$ cat config.mk
export PLATFORM = sky130hd
export DESIGN_NAME = hazardctl_flat
export DESIGN_NICKNAME = d
export VERILOG_FILES = /design/src/rtl/hazardctl_if.sv /design/src/rtl/hazardctl.sv /design/src/flat_wrapper.sv
export SDC_FILE = /design/constraint.sdc
export NUM_CORES = 1
export LEC_CHECK = 0
export BUFFER_PORTS_ARGS = -buffer_cell sky130_fd_sc_hd__buf_2
export CORE_MARGIN = 8
export CORE_UTILIZATION = 52
export CTS_CLUSTER_DIAMETER = 40
export DETAILED_ROUTE_END_ITERATION = 7
export GPL_TIMING_DRIVEN = 0
export PLACE_DENSITY = 0.8
export RECOVER_POWER = 25
export SYNTH_ARGS = -nofsm -noshare
export SYNTH_HDL_FRONTEND = slang
export SYNTH_SLANG_ARGS = --single-unit
$ cat constraint.sdc
create_clock -name i_clk -period 2.3 [get_ports i_clk]
set_input_delay 0.69 -clock i_clk [delete_from_list [all_inputs] [get_ports i_clk]]
set_output_delay 0.69 -clock i_clk [all_outputs]
set_load 0.03 [all_outputs]
$ cat src/rtl/hazardctl_if.sv
// hazardctl_if: bundle between the LEGv8 pipeline datapath and the hazard
// sequencer.
//   i_* : hazard-detection inputs, driven by the pipeline (master)
//   o_* : hold enables, bubble controls, fault flag and stall counter,
//         driven by hazardctl (slave)
interface hazardctl_if #(
  parameter int CNTWIDTH = 32
);
  logic                i_idexmemread;
  logic [4:0]          i_idexrd;
  logic [4:0]          i_ifidrn;
  logic [4:0]          i_ifidrm;
  logic                i_ifidusesrm;
  logic                i_branchtaken;
  logic                i_dmemreq;
  logic                i_dmemready;
  logic                o_pcwrite;
  logic                o_ifidwrite;
  logic                o_idexwrite;
  logic                o_exmemwrite;
  logic                o_ifidnop;
  logic                o_idexnop;
  logic                o_exmemnop;
  logic                o_memwbnop;
  logic                o_memfault;
  logic [CNTWIDTH-1:0] o_stallcycles;

  modport master (
    output i_idexmemread, i_idexrd, i_ifidrn, i_ifidrm, i_ifidusesrm,
           i_branchtaken, i_dmemreq, i_dmemready,
    input  o_pcwrite, o_ifidwrite, o_idexwrite, o_exmemwrite,
           o_ifidnop, o_idexnop, o_exmemnop, o_memwbnop,
           o_memfault, o_stallcycles
  );

  modport slave (
    input  i_idexmemread, i_idexrd, i_ifidrn, i_ifidrm, i_ifidusesrm,
           i_branchtaken, i_dmemreq, i_dmemready,
    output o_pcwrite, o_ifidwrite, o_idexwrite, o_exmemwrite,
           o_ifidnop, o_idexnop, o_exmemnop, o_memwbnop,
           o_memfault, o_stallcycles
  );
endinterface

$ cat src/rtl/hazardctl.sv
// hazardctl: hazard and stall sequencer for the five-stage LEGv8 pipeline.
// Resolves load-use stalls, taken-branch flushes (branch resolved in MEM)
// and data-memory waits with a timeout watchdog that freezes the core.
// Ports:
//   i_clk   : clock, rising edge
//   i_nrst  : asynchronous active-low reset
//   bus     : hazardctl_if slave modport (hazard inputs, pipeline controls,
//             sticky memory fault, saturating stall-cycle counter)
//
// state     | meaning
// ----------+-------------------------------------------------------------
// S_RUN     | normal issue; memstall/branch/load-use handled by priority
// S_MEMWAIT | waiting on data memory, r_waitcnt = stall cycles seen so far
// S_FAULT   | memory timeout; pipeline frozen until reset
module hazardctl #(
  parameter int TIMEOUT  = 16,
  parameter int CNTWIDTH = 32
) (
  input logic  i_clk,
  input logic  i_nrst,
  hazardctl_if.slave bus
);
  localparam int WW = (TIMEOUT > 2) ? $clog2(TIMEOUT) : 1;

  typedef enum logic [1:0] {S_RUN, S_MEMWAIT, S_FAULT} state_t;

  state_t              r_state;
  logic [WW-1:0]       r_waitcnt;
  logic                r_memfault;
  logic [CNTWIDTH-1:0] r_stallcycles;

  logic w_memstall;
  logic w_loaduse;
  logic w_pcwrite, w_ifidwrite, w_idexwrite, w_exmemwrite;
  logic w_ifidnop, w_idexnop, w_exmemnop, w_memwbnop;

  assign w_memstall = (r_state != S_FAULT) && bus.i_dmemreq && !bus.i_dmemready;

  // XZR reads as zero, so a load targeting X31 never feeds a consumer.
  assign w_loaduse = bus.i_idexmemread && (bus.i_idexrd != 5'd31) &&
                     ((bus.i_idexrd == bus.i_ifidrn) ||
                      (bus.i_ifidusesrm && (bus.i_idexrd == bus.i_ifidrm)));

  always_comb begin
    w_pcwrite    = 1'b1;
    w_ifidwrite  = 1'b1;
    w_idexwrite  = 1'b1;
    w_exmemwrite = 1'b1;
    w_ifidnop    = 1'b0;
    w_idexnop    = 1'b0;
    w_exmemnop   = 1'b0;
    w_memwbnop   = 1'b0;
    if (!i_nrst || r_state == S_FAULT) begin
      w_pcwrite    = 1'b0;
      w_ifidwrite  = 1'b0;
      w_idexwrite  = 1'b0;
      w_exmemwrite = 1'b0;
      w_ifidnop    = 1'b1;
      w_idexnop    = 1'b1;
      w_exmemnop   = 1'b1;
      w_memwbnop   = 1'b1;
    end else if (w_memstall) begin
      // Freeze everything up to MEM; bubble MEM/WB so the stalled
      // instruction is not written back twice.
      w_pcwrite    = 1'b0;
      w_ifidwrite  = 1'b0;
      w_idexwrite  = 1'b0;
      w_exmemwrite = 1'b0;
      w_memwbnop   = 1'b1;
    end else if (bus.i_branchtaken) begin
      // Squash the three younger instructions; the branch itself retires.
      w_ifidnop  = 1'b1;
      w_idexnop  = 1'b1;
      w_exmemnop = 1'b1;
    end else if (w_loaduse) begin
      w_pcwrite   = 1'b0;
      w_ifidwrite = 1'b0;
      w_idexnop   = 1'b1;
    end
  end

  assign bus.o_pcwrite     = w_pcwrite;
  assign bus.o_ifidwrite   = w_ifidwrite;
  assign bus.o_idexwrite   = w_idexwrite;
  assign bus.o_exmemwrite  = w_exmemwrite;
  assign bus.o_ifidnop     = w_ifidnop;
  assign bus.o_idexnop     = w_idexnop;
  assign bus.o_exmemnop    = w_exmemnop;
  assign bus.o_memwbnop    = w_memwbnop;
  assign bus.o_memfault    = r_memfault;
  assign bus.o_stallcycles = r_stallcycles;

  always_ff @(posedge i_clk or negedge i_nrst) begin
    if (!i_nrst) begin
      r_state       <= S_RUN;
      r_waitcnt     <= '0;
      r_memfault    <= 1'b0;
      r_stallcycles <= '0;
    end else begin
      if (!w_pcwrite && (r_stallcycles != {CNTWIDTH{1'b1}}))
        r_stallcycles <= r_stallcycles + 1'b1;

      case (r_state)
        S_RUN: begin
          if (w_memstall) begin
            r_state   <= S_MEMWAIT;
            r_waitcnt <= WW'(1);
          end
        end
        S_MEMWAIT: begin
          // A dropped request is treated the same as a ready response.
          if (!bus.i_dmemreq || bus.i_dmemready) begin
            r_state   <= S_RUN;
            r_waitcnt <= '0;
          end else if (r_waitcnt == WW'(TIMEOUT - 1)) begin
            r_state    <= S_FAULT;
            r_memfault <= 1'b1;
          end else begin
            r_waitcnt <= r_waitcnt + 1'b1;
          end
        end
        S_FAULT: begin
          r_memfault <= 1'b1;
        end
        default: begin
          r_state <= S_RUN;
        end
      endcase
    end
  end
endmodule

$ cat src/flat_wrapper.sv
// flat-port wrapper written by rule: the top's interface ports become plain ports
module hazardctl_flat 
#(
  parameter int TIMEOUT  = 16,
  parameter int CNTWIDTH = 32
)
  (i_clk, i_nrst, bus_i_idexmemread, bus_i_idexrd, bus_i_ifidrn, bus_i_ifidrm, bus_i_ifidusesrm, bus_i_branchtaken, bus_i_dmemreq, bus_i_dmemready, bus_o_pcwrite, bus_o_ifidwrite, bus_o_idexwrite, bus_o_exmemwrite, bus_o_ifidnop, bus_o_idexnop, bus_o_exmemnop, bus_o_memwbnop, bus_o_memfault, bus_o_stallcycles);
  hazardctl_if #(.CNTWIDTH(CNTWIDTH)) bus_i ();
  input logic i_clk;
  input logic i_nrst;
  input wire logic [$bits(bus_i.i_idexmemread)-1:0] bus_i_idexmemread;
  input wire logic [$bits(bus_i.i_idexrd)-1:0] bus_i_idexrd;
  input wire logic [$bits(bus_i.i_ifidrn)-1:0] bus_i_ifidrn;
  input wire logic [$bits(bus_i.i_ifidrm)-1:0] bus_i_ifidrm;
  input wire logic [$bits(bus_i.i_ifidusesrm)-1:0] bus_i_ifidusesrm;
  input wire logic [$bits(bus_i.i_branchtaken)-1:0] bus_i_branchtaken;
  input wire logic [$bits(bus_i.i_dmemreq)-1:0] bus_i_dmemreq;
  input wire logic [$bits(bus_i.i_dmemready)-1:0] bus_i_dmemready;
  output wire logic [$bits(bus_i.o_pcwrite)-1:0] bus_o_pcwrite;
  output wire logic [$bits(bus_i.o_ifidwrite)-1:0] bus_o_ifidwrite;
  output wire logic [$bits(bus_i.o_idexwrite)-1:0] bus_o_idexwrite;
  output wire logic [$bits(bus_i.o_exmemwrite)-1:0] bus_o_exmemwrite;
  output wire logic [$bits(bus_i.o_ifidnop)-1:0] bus_o_ifidnop;
  output wire logic [$bits(bus_i.o_idexnop)-1:0] bus_o_idexnop;
  output wire logic [$bits(bus_i.o_exmemnop)-1:0] bus_o_exmemnop;
  output wire logic [$bits(bus_i.o_memwbnop)-1:0] bus_o_memwbnop;
  output wire logic [$bits(bus_i.o_memfault)-1:0] bus_o_memfault;
  output wire logic [$bits(bus_i.o_stallcycles)-1:0] bus_o_stallcycles;
  assign bus_i.i_idexmemread = bus_i_idexmemread;
  assign bus_i.i_idexrd = bus_i_idexrd;
  assign bus_i.i_ifidrn = bus_i_ifidrn;
  assign bus_i.i_ifidrm = bus_i_ifidrm;
  assign bus_i.i_ifidusesrm = bus_i_ifidusesrm;
  assign bus_i.i_branchtaken = bus_i_branchtaken;
  assign bus_i.i_dmemreq = bus_i_dmemreq;
  assign bus_i.i_dmemready = bus_i_dmemready;
  assign bus_o_pcwrite = bus_i.o_pcwrite;
  assign bus_o_ifidwrite = bus_i.o_ifidwrite;
  assign bus_o_idexwrite = bus_i.o_idexwrite;
  assign bus_o_exmemwrite = bus_i.o_exmemwrite;
  assign bus_o_ifidnop = bus_i.o_ifidnop;
  assign bus_o_idexnop = bus_i.o_idexnop;
  assign bus_o_exmemnop = bus_i.o_exmemnop;
  assign bus_o_memwbnop = bus_i.o_memwbnop;
  assign bus_o_memfault = bus_i.o_memfault;
  assign bus_o_stallcycles = bus_i.o_stallcycles;
  hazardctl #(.TIMEOUT(TIMEOUT), .CNTWIDTH(CNTWIDTH)) u_core (.i_clk(i_clk), .i_nrst(i_nrst), .bus(bus_i));
endmodule
==> results of run 1 <==
[repair_timing]
item	4_1_cts	5_1_grt
pin swaps	11	14
hold buffers	0	0
cloned	0	1
resized for setup	28	20
setup buffers	2	2
endpoints found under the setup margin	40	25
[how the worst min path moves through the flow]
stage	to	from	depth (start not counted)	slack (ns)
3_3_place_gp	u_core.bus.o_memfault	u_core.bus.o_memfault	1	0.46
5_1_grt	u_core.bus.o_stallcycles[24]	i_nrst	1	0.19
4_1_cts	u_core.bus.o_memfault	i_nrst	1	0.23
6_report	u_core.bus.o_stallcycles[31]	i_nrst	1	0.20
3_5_place_dp	u_core.bus.o_memfault	u_core.bus.o_memfault	1	0.47
2_1_floorplan	u_core.bus.o_memfault	i_nrst	0	0.39
[cell type report]
| cell class | instances | area share [%] |
|---|---|---|
| multi-input cells | 166 | 42.8 |
| flip-flops and latches | 39 | 33.4 |
| repair buffers | 67 | 15.4 |
| clock buffers | 7 | 2.61 |
| plain buffers | 8 | 2.14 |
| well taps | 50 | 2.14 |
| inverters | 10 | 1.28 |
| clock inverters | 1 | 0.171 |
[Yosys cell counts (2+ instances only)]
cell / instances
dfrtp_1: 39
xor2_1: 26
nand2_1: 21
nor2_1: 19
nor3_1: 17
xnor2_1: 15
nand3_1: 14
inv_1: 10
o21ai_0: 10
ha_1: 5
nand4_1: 4
a21oi_1: 3
and3_1: 3
buf_4: 3
nor4_1: 3
and4_1: 2
buf_2: 2
buf_6: 2
mux2_2: 2
nor2b_1: 2
nor4_4: 2
o21bai_1: 2
o22ai_1: 2
[flip-flops by register name (all words and copies together), names as in the netlist]
register and flops:
u_core.bus.o_memfault 1, u_core.bus.o_stallcycles 32, u_core.r_state 2, u_core.r_waitcnt 4
[metal layers]
metal / GRT usage (%) / up-vias / wire length [microns]
li1: - / 908 / -
met1: 19.9 / 907 / 2310
met2: 27.7 / 52 / 2760
met3: 5.02 / 5 / 333
met4: 6.36 / 0 / 70
met5: 0 / - / 0
[power breakdown]
group	switching, uW	total (uW)	internal [uW]
clock	227	440	213
sequential	113	894	782
combinational	552	901	350
[logic make-up (layout without fill, tap and decap cells)]
group | Yosys count | after routing | synth area share, %
AO/OA/AOI/OAI | 22 | 22 | 6.11
buffers and inverters | 18 | 93 | 4.44
XOR/XNOR | 41 | 41 | 16.5
flip-flops | 39 | 39 | 45.0
adder cells (fa/ha/maj) | 5 | 5 | 2.88
AND/OR/NAND/NOR | 96 | 96 | 24.0
multiplexers | 2 | 2 | 1.04
[through the flow]
stage / utilization, % / std cells / hold slack, ns / TNS, ns / worst slack (ns)
6_report: 73.1 / 348 / 0.198 / -0.711 / -0.265
2_1_floorplan: - / 223 / 0.394 / 0 / 0.00225
3_5_place_dp: 64.5 / 335 / 0.469 / -22.50 / -0.684
3_3_place_gp: 64.5 / 335 / 0.455 / -21.12 / -0.657
5_1_grt: 73.1 / 348 / 0.190 / -0.938 / -0.327
4_1_cts: 70.1 / 345 / 0.229 / -0.520 / -0.199
==> key figures, run 1 <==
Critical path
  • Worst Setup End Kind: output port
  • Worst Path Required: 1.61 ns
  • R2r endpoint: u_core.bus.o_stallcycles[1]
  • Top fanout value on the critical path: 2
  • CP peak stage delay: 0.23 ns
  • Arrival @ worst endpoint: 1.87 ns
  • Critical path type: in -> out
  • Cells along the critical path: buf_6, xnor2_4, nand3_2, o22ai_2, nand3_2, nor2_4, nor2_4, buf_6, buf_6
  • Critical path depth in cells: 9
  • Slowest library cell on the worst path: o22ai_2
  • CP startpoint kind: input port
  • End point of the critical path: bus_o_pcwrite
  • Buf/Inv on CP: 3
  • Worst r2r src: u_core.bus.o_stallcycles[0]
  • Cell mode on critical path: buf_6
  • Critical Path Start: bus_i_ifidrn[2]
  • R2R Setup Slk: 0.14 ns
  • Reg2Reg Depth: 7
  • CP top delay family: simple AND/OR/NAND/NOR gates

Synthesis
  • Share of the synthesized area in the top cell type: 45.0%
  • Yosys reg bits: 39
  • Netlist cell types: 38
  • Post-Syn Instances: 223
  • Cell taking the most area after synthesis: dfrtp_1
  • Share of async-settable or async-resettable flops after synthesis: 100%
  • Post-synth top flop: dfrtp_1
  • Cell Area, Synth: 2170 sq um
  • Sequential area share after synthesis: 45.0%
  • Synth warn: 0
  • Mean post-synth cell area: 9.73 sq um
  • Number of synthesized flops with an enable pin: 0
  • Syn nets: 250
  • Largest cells by area after synthesis: dfrtp_1 (45%), xor2_1 (10%), xnor2_1 (6.1%)

Power and ir drop
  • P per Cell Area: 764 nW/um^2
  • Worst vdd ir: 0.832 mV
  • P_leak: 0.00150 uW
  • Final Power: 2240 uW

Clock network
  • Clock Tree Buf Depth: 2
  • Clock Sinks: 39
  • Root buf cell: clkbuf_8
  • Num CTS Buffers: 5
  • CTS tree: done
  • H-tree Lvls: 2
  • Clk_lat worst skew: 0.29 ns
  • Clk slew on worst S/H paths: 0.07 ns

Finish
  • Register Area: 976 sq um
  • Layout cells sized above 1: 36.9%
  • Leading cell type in the layout, fill and taps excluded: buf_2
  • # diodes: 0
  • Layout Nets: 324
  • Multi-input logic area: 1250 sq um
  • Finished Cell Area: 2920 sq um
  • Most frequent cells in the layout: buf_2 (50), dfrtp_1 (39), xor2_1 (26), nand2_1 (20)
  • Layout Area Growth over Synthesis: 34.7%
  • Filler instances: 294

Floorplanning
  • Core box area: 4000 sq um
  • Die Footprint: 6500 sq um
  • Initial Util: 54.3%
  • Die Ht: 80.6 microns
  • DIE WIDTH: 80.6 microns
  • Rows: 23
  • I/O pins: 63

STA
  • Final-report hold violation count: 0
  • Min cycle time layout: 2.56 ns
  • Period utilization: 112%
  • RSZ-0062 raised after global routing: yes
  • Final setup viols: 3
  • Highest clock rate: 0.390 GHz
  • Clock skew: 0.00551 ns
  • Worst slew margin: 30.5%
  • Max Slew Vio Count: 0
  • Transition time of the tightest slew-check pin: 1.04 ns
  • PnR worst setup slack: -0.265 ns

Detailed routing
  • Vias per inst: 5.38
  • Post-DRT Antenna Nets: 0
  • DR WL/cell: 15.7 microns
  • Drt first-iter violations: 36
  • DRC: 0
  • Vias: 1872
  • Pre-Repair DR Iteration Count: 4
  • Routed WL: 5480 microns

Place
  • Detail Placement HPWL: 3680 microns
  • IO buf count: 62
  • Placed instance area: 2580 sq um
  • Final GP Congestion: 0.779

Global route
  • Global-route wire length before repair: 8590 microns
  • Total congestion overflow: 0
  • Total Routing Usage GR: 16.8%
  • Initial antenna violation count: 0
  • Vias in the first global route: 1856
  • Largest net degree at the start of global routing: 41

Status
  • Failing checks: negative setup slack
  • Status: complete, but fails checks

Worst hold path
  • Worst Hold Class: in -> async

Run
  • Max-cap viol count: 0
Power figures use the tool's default switching activity.
==> inputs of run 2 (changes only) <==
Settings changed: CORE_UTILIZATION 52 to 54, CTS_BUF_LIST set to sky130_fd_sc_hd__clkbuf_8, PLACE_DENSITY 0.8 to 0.83.
==> run 2 against run 1 <==
Compared with the run above: the run still ends with negative setup slack left; cell count stayed put; register-to-register slack worse by 0.03 ns; worst setup slack better by 0.049 ns; combinational power is 0.6% higher; via count hardly changed; utilization is 2.0 points higher; clock skew is 0.0044 ns higher; largest power group unchanged; highest routed layer unchanged.
==> key figures, run 2 (synthesis gave the netlist of run 1 again) <==
Global route
  • Largest net degree at the start of global routing: 41 (unchanged)
  • Global-route wire length before repair: 8540 microns (-0.64%)
  • Grt peak-use layer: met2
  • Total congestion overflow: 0 (unchanged)
  • Vias in the first global route: 1903 (+2.5%)
  • Total Routing Usage GR: 16.7% (-0.11 points)
  • Initial antenna violation count: 0 (unchanged)
  • GR Layer Usage met2: 29.7% (+2.1 points)
  • Met3 global-route usage: 4.73% (-0.29 points)
  • GRT met1 Usage: 19.0% (-0.94 points)

Power and ir drop
  • P per Cell Area: 805 nW/um^2 (+5.3%)
  • P_leak: 0.00153 uW (+1.5%)
  • Final Power: 2380 uW (+6.6%)
  • Worst vdd ir: 0.656 mV (-21%)

Run
  • Max-cap viol count: 0 (unchanged)

Critical path
  • Critical Path Start: bus_i_ifidrn[1]
  • Worst Path Required: 1.61 ns (about the same)
  • CP peak stage delay: 0.21 ns (-0.02 ns)
  • Worst r2r src: u_core.bus.o_stallcycles[0]
  • Arrival @ worst endpoint: 1.83 ns (-0.04 ns)
  • Top fanout value on the critical path: 2 (unchanged)
  • CP startpoint kind: input port
  • Worst Setup End Kind: output port
  • Cells along the critical path: buf_2, xnor2_2, nand2_1, o22ai_2, nand3_2, nor2_4, nor2_4, buf_6, buf_6
  • Slowest library cell on the worst path: o22ai_2
  • Critical path type: in -> out

Finish
  • # diodes: 0 (unchanged)
  • Most frequent cells in the layout: buf_2 (49), dfrtp_1 (39), xor2_1 (26), nand2_1 (20)
  • Largest register FFs: 32 (unchanged)
  • Leading cell type in the layout, fill and taps excluded: buf_2
  • Layout Nets: 324 (unchanged)
  • Layout cells sized above 1: 37.6% (+0.67 points)
  • Layout Area Growth over Synthesis: 36.3%

Clock network
  • Clock Tree Buf Depth: 2 (unchanged)
  • Num CTS Buffers: 5 (unchanged)
  • Clk slew on worst S/H paths: 0.07 ns (about the same)
  • H-tree Lvls: 2 (unchanged)
  • CTS tree: done
  • Root buf cell: clkbuf_8
  • Clk_lat worst skew: 0.29 ns (about the same)
  • Clock Sinks: 39 (unchanged)

Detailed routing
  • Pre-Repair DR Iteration Count: 4 (unchanged)
  • DRC: 0 (unchanged)
  • Vias: 1871 (-0.053%)
  • DR WL/cell: 15.8 microns (+0.44%)
  • Drt first-iter violations: 71 (+97%)
  • Routed WL: 5500 microns (+0.44%)
  • Post-DRT Antenna Nets: 0 (unchanged)
  • Vias per inst: 5.38 (about the same)

Floorplanning
  • DIE WIDTH: 79.4 microns (-1.5%)
  • Core box area: 3940 sq um (-1.4%)
  • Initial Util: 55.1% (+0.79 points)
  • Die Footprint: 6310 sq um (-3.0%)
  • Die Ht: 79.4 microns (-1.5%)
  • I/O pins: 63 (unchanged)
  • Rows: 23 (unchanged)

Place
  • IO buf count: 62 (unchanged)
  • Pre-CTS setup slack: -0.678 ns (+0.00616 ns)
  • Final GP Congestion: 0.766 (-1.7%)
  • Detail Placement HPWL: 3690 microns (+0.26%)

Worst hold path
  • Worst Hold Class: in -> async

STA
  • RSZ-0062 raised after global routing: yes
  • Highest clock rate: 0.397 GHz (+1.9%)
  • Worst slew margin: 28.7% (-1.8 points)
  • Min cycle time layout: 2.52 ns (-0.0487 ns)
  • Hold_ws: 0.202 ns (+0.00383 ns)
  • Max Slew Vio Count: 0 (unchanged)
  • Transition time of the tightest slew-check pin: 1.07 ns (+0.0277 ns)
  • PnR worst setup slack: -0.216 ns (+0.0487 ns)
  • Period utilization: 109% (-2.1 points)
  • Clock skew: 0.00990 ns (+0.00439 ns)
  • Final-report hold violation count: 0 (unchanged)
  • Final setup viols: 3 (unchanged)

Status
  • Status: complete, but fails checks
  • Failing checks: negative setup slack
run 2: cell count changes in the layout (fill, tap and decap cells not counted), sizes merged:
| cell | before | now |
|---|---|---|
| clkbuf | 10 | 8 |
| bufinv | 0 | 1 |
| buf | 72 | 73 |
run 2: worst paths after layout:
path	endpoint	slack (ns)	depth (start not counted)
max	bus_o_pcwrite	-0.22	9
min	u_core.bus.o_stallcycles[20]	0.20	1
max reg2reg	u_core.bus.o_stallcycles[1]	0.11	7
min reg2reg	u_core.bus.o_memfault	0.49	1
max in group asynchronous	u_core.bus.o_stallcycles[1]	1.09	1
min in group i_clk	u_core.bus.o_memfault	0.49	1
run 2: metal layers:
metal | up-vias | wire length, microns
met5 | - | 0
met4 | 0 | 62
met1 | 895 | 2240
met3 | 9 | 345
li1 | 902 | -
met2 | 65 | 2850
run 2: through the flow:
stage / util, % / std cells / cell area, sq um / TNS [ns]
2_1_floorplan: - / 223 / 2210 / 0
3_3_place_gp: 65.4 / 335 / 2580 / -21.17
3_5_place_dp: 65.4 / 335 / 2580 / -22.00
4_1_cts: 72.2 / 346 / 2850 / -0.463
5_1_grt: 75.1 / 348 / 2960 / -0.804
6_report: 75.1 / 348 / 2960 / -0.570
run 2: final cells by class:
class | instances | area (sq um)
clock buffers | 6 | 82.6
repair buffers | 67 | 454
clock inverters | 2 | 35.0
flip-flops and latches | 39 | 976
plain buffers | 8 | 62.6
well taps | 50 | 62.6
inverters | 10 | 37.5
multi-input cells | 166 | 1250
fillers | 270 | 983
run 2: what timing repair did:
| action | in CTS | in global routing |
|---|---|---|
| hold buffers | 0 | 0 |
| pin swaps | 11 | 14 |
| setup endpoints to repair | 40 | 23 |
| hold endpoints to repair | 0 | 0 |
| gates cloned | 0 | 1 |
| resized for setup | 28 | 18 |
| setup buffers | 3 | 1 |
run 2: power by group:
part,internal [uW],switching (uW)
sequential,782,108
clock,351,235
combinational,349,556
total,1480,900
run 2: critical path, delay by kind of cell:
family          cells  cell delay [ns]
simple gates        4             0.41
compound gates      1             0.21
xor+xnor            1             0.16
buf+inv             3             0.35
==> inputs of run 3 (changes only) <==
Settings changed: RECOVER_POWER 25 to 50.
==> run 3 against run 2 <==
Compared with the run above: the flow still finishes with violations (negative setup slack); power down 0.33%; sequential cell count unchanged; sequential share of layout area up 0.24 points; cell count is the same; clock skew shrank 0.00075 ns; count of clock-buffer cells in the layout did not move; cell area down 0.72%; largest cell class unchanged.
==> key figures, run 3 (synthesis gave the netlist of run 1 again) <==
Status
  • Status: complete, but fails checks
  • Failing checks: negative setup slack

Finish
  • Layout cells sized above 1: 31.9% (-5.7 points)
  • Final core utilization: 74.5% (-0.54 points)
  • Layout Nets: 324 (unchanged)
  • Leading cell type in the layout, fill and taps excluded: dfrtp_1
  • # diodes: 0 (unchanged)
  • Layout Area Growth over Synthesis: 35.3%
  • Filler instances: 274 (+1.5%)
  • Largest register FFs: 32 (unchanged)
  • Most frequent cells in the layout: dfrtp_1 (39), buf_2 (32), xor2_1 (26), nand2_1 (20), clkbuf_1 (19)

Power and ir drop
  • Worst vdd ir: 0.656 mV (about the same)
  • Sequential Power Share: 37.5% (about the same)
  • P per Cell Area: 808 nW/um^2 (+0.39%)
  • Gate power share: 37.8% (-0.2 points)
  • NetSw: 899 uW (about the same)
  • P_int: 1470 uW (-0.50%)
  • Clock power frac: 24.7% (about the same)
  • Switching Share: 37.9% (+0.10 points)
  • Final Power: 2370 uW (-0.33%)
  • P_leak: 0.00147 uW (-3.7%)

Floorplanning
  • Initial Util: 55.1% (unchanged)
  • Die Ht: 79.4 microns (unchanged)
  • Rows: 23 (unchanged)
  • DIE WIDTH: 79.4 microns (unchanged)
  • I/O pins: 63 (unchanged)
  • Die Footprint: 6310 sq um (unchanged)
  • Core box area: 3940 sq um (unchanged)

STA
  • Final TNS setup: -0.567 ns (+0.00338 ns)
  • PnR worst setup slack: -0.215 ns (+0.00108 ns)
  • Final-report hold violation count: 0 (unchanged)
  • Transition time of the tightest slew-check pin: 1.06 ns (-0.00977 ns)
  • RSZ-0062 raised after global routing: yes
  • Highest clock rate: 0.398 GHz (about the same)
  • Min cycle time layout: 2.52 ns (-0.00108 ns)
  • Final setup viols: 3 (unchanged)
  • Clock skew: 0.00916 ns (-0.000746 ns)
  • Worst slew margin: 29.3% (+0.65 points)
  • Hold_ws: 0.201 ns (-0.000433 ns)
  • Max Slew Vio Count: 0 (unchanged)
  • Period utilization: 109% (about the same)

Place
  • Detail Placement HPWL: 3690 microns (unchanged)
  • Final GP Congestion: 0.766 (unchanged)
  • IO buf count: 62 (unchanged)

Clock network
  • Root buf cell: clkbuf_8
  • Number of hold buffers added after cts: 0 (unchanged)
  • Clock Sinks: 39 (unchanged)
  • H-tree Lvls: 2 (unchanged)
  • Clk slew on worst S/H paths: 0.07 ns (about the same)
  • CTS tree: done
  • Num CTS Buffers: 5 (unchanged)
  • Clock Tree Buf Depth: 2 (unchanged)
  • Clk_lat worst skew: 0.29 ns (about the same)

Critical path
  • R2R Setup Slk: 0.11 ns (about the same)
  • Worst Setup End Kind: output port
  • Worst Path Required: 1.61 ns (about the same)
  • Top fanout value on the critical path: 2 (unchanged)
  • CP startpoint kind: input port
  • Critical path type: in -> out
  • Arrival @ worst endpoint: 1.83 ns (about the same)

Worst hold path
  • Worst Hold Class: in -> async

Detailed routing
  • DRC: 0 (unchanged)
  • Vias: 1859 (-0.64%)
  • Pre-Repair DR Iteration Count: 4 (unchanged)
  • Post-DRT Antenna Nets: 0 (unchanged)
  • Drt first-iter violations: 68 (-4.2%)
  • DR WL/cell: 15.8 microns (-0.29%)
  • Routed WL: 5490 microns (-0.29%)
  • Vias per inst: 5.34 (-0.64%)

Global route
  • Total Routing Usage GR: 16.7% (unchanged)
  • Largest net degree at the start of global routing: 41 (unchanged)
  • Initial antenna violation count: 0 (unchanged)
  • Total congestion overflow: 0 (unchanged)
  • Global-route wire length before repair: 8540 microns (unchanged)
  • Vias in the first global route: 1903 (unchanged)

Run
  • Max-cap viol count: 0 (unchanged)
==> run 3: changes by cell type in the layout (fill, tap and decap cells not counted) <==
cell / previous run / this run
clkbuf_1: 2 / 19
buf_2: 49 / 32
==> run 3: worst paths after layout <==
path                                              from                            to  cells past startpoint
min                                             i_nrst  u_core.bus.o_stallcycles[20]                      1
max reg2reg                u_core.bus.o_stallcycles[0]   u_core.bus.o_stallcycles[1]                      7
min in group i_clk               u_core.bus.o_memfault         u_core.bus.o_memfault                      1
max in group asynchronous                       i_nrst   u_core.bus.o_stallcycles[1]                      1
min reg2reg                      u_core.bus.o_memfault         u_core.bus.o_memfault                      1
max                                    bus_i_ifidrn[1]                 bus_o_pcwrite                      9
==> run 3: metal layers <==
layer	up-vias	GRT usage, %	wire length, microns
met1	886	19.0	2260
met3	9	4.73	322
met4	0	4.26	59
met5	-	0	0
met2	61	29.7	2850
li1	903	-	-
==> run 3: area by class of cell <==
cell class / instances / area [sq um] / area share (%)
plain buffers: 8 / 62.6 / 2.13
clock buffers: 6 / 82.6 / 2.81
clock inverters: 2 / 35.0 / 1.19
inverters: 10 / 37.5 / 1.28
multi-input cells: 166 / 1250 / 42.5
flip-flops and latches: 39 / 976 / 33.2
well taps: 50 / 62.6 / 2.13
repair buffers: 67 / 433 / 14.7
==> run 3: critical path, cell delays in order <==
cell     delay, ns
buf_2         0.12
xnor2_2       0.16
nand2_1       0.08
o22ai_2       0.21
nand3_2       0.14
nor2_4        0.15
nor2_4        0.04
buf_6         0.11
buf_6         0.12
==> run 3: metrics by stage <==
| stage | cells | setup WS [ns] | area (sq um) |
|---|---|---|---|
| 6_report | 348 | -0.215 | 2940 |
| 3_3_place_gp | 335 | -0.661 | 2580 |
| 4_1_cts | 346 | -0.182 | 2850 |
| 2_1_floorplan | 223 | 0.00225 | 2210 |
| 3_5_place_dp | 335 | -0.678 | 2580 |
| 5_1_grt | 348 | -0.282 | 2940 |
==> run 3: timing repair <==
item                                    CTS  global route
endpoints found under the setup margin   40            23
gates cloned                              0             1
pin swaps                                11            14
gates resized for setup                  28            18
setup buffers                             3             1
==> run 3: power by group through the flow <==
stage	Combinational, uW	Clock [uW]	Sequential (uW)
2_1_floorplan	451	0	1010
3_3_place_gp	781	0	892
3_5_place_dp	804	0	898
4_1_cts	848	597	886
5_1_grt	967	625	905
6_report	898	586	890
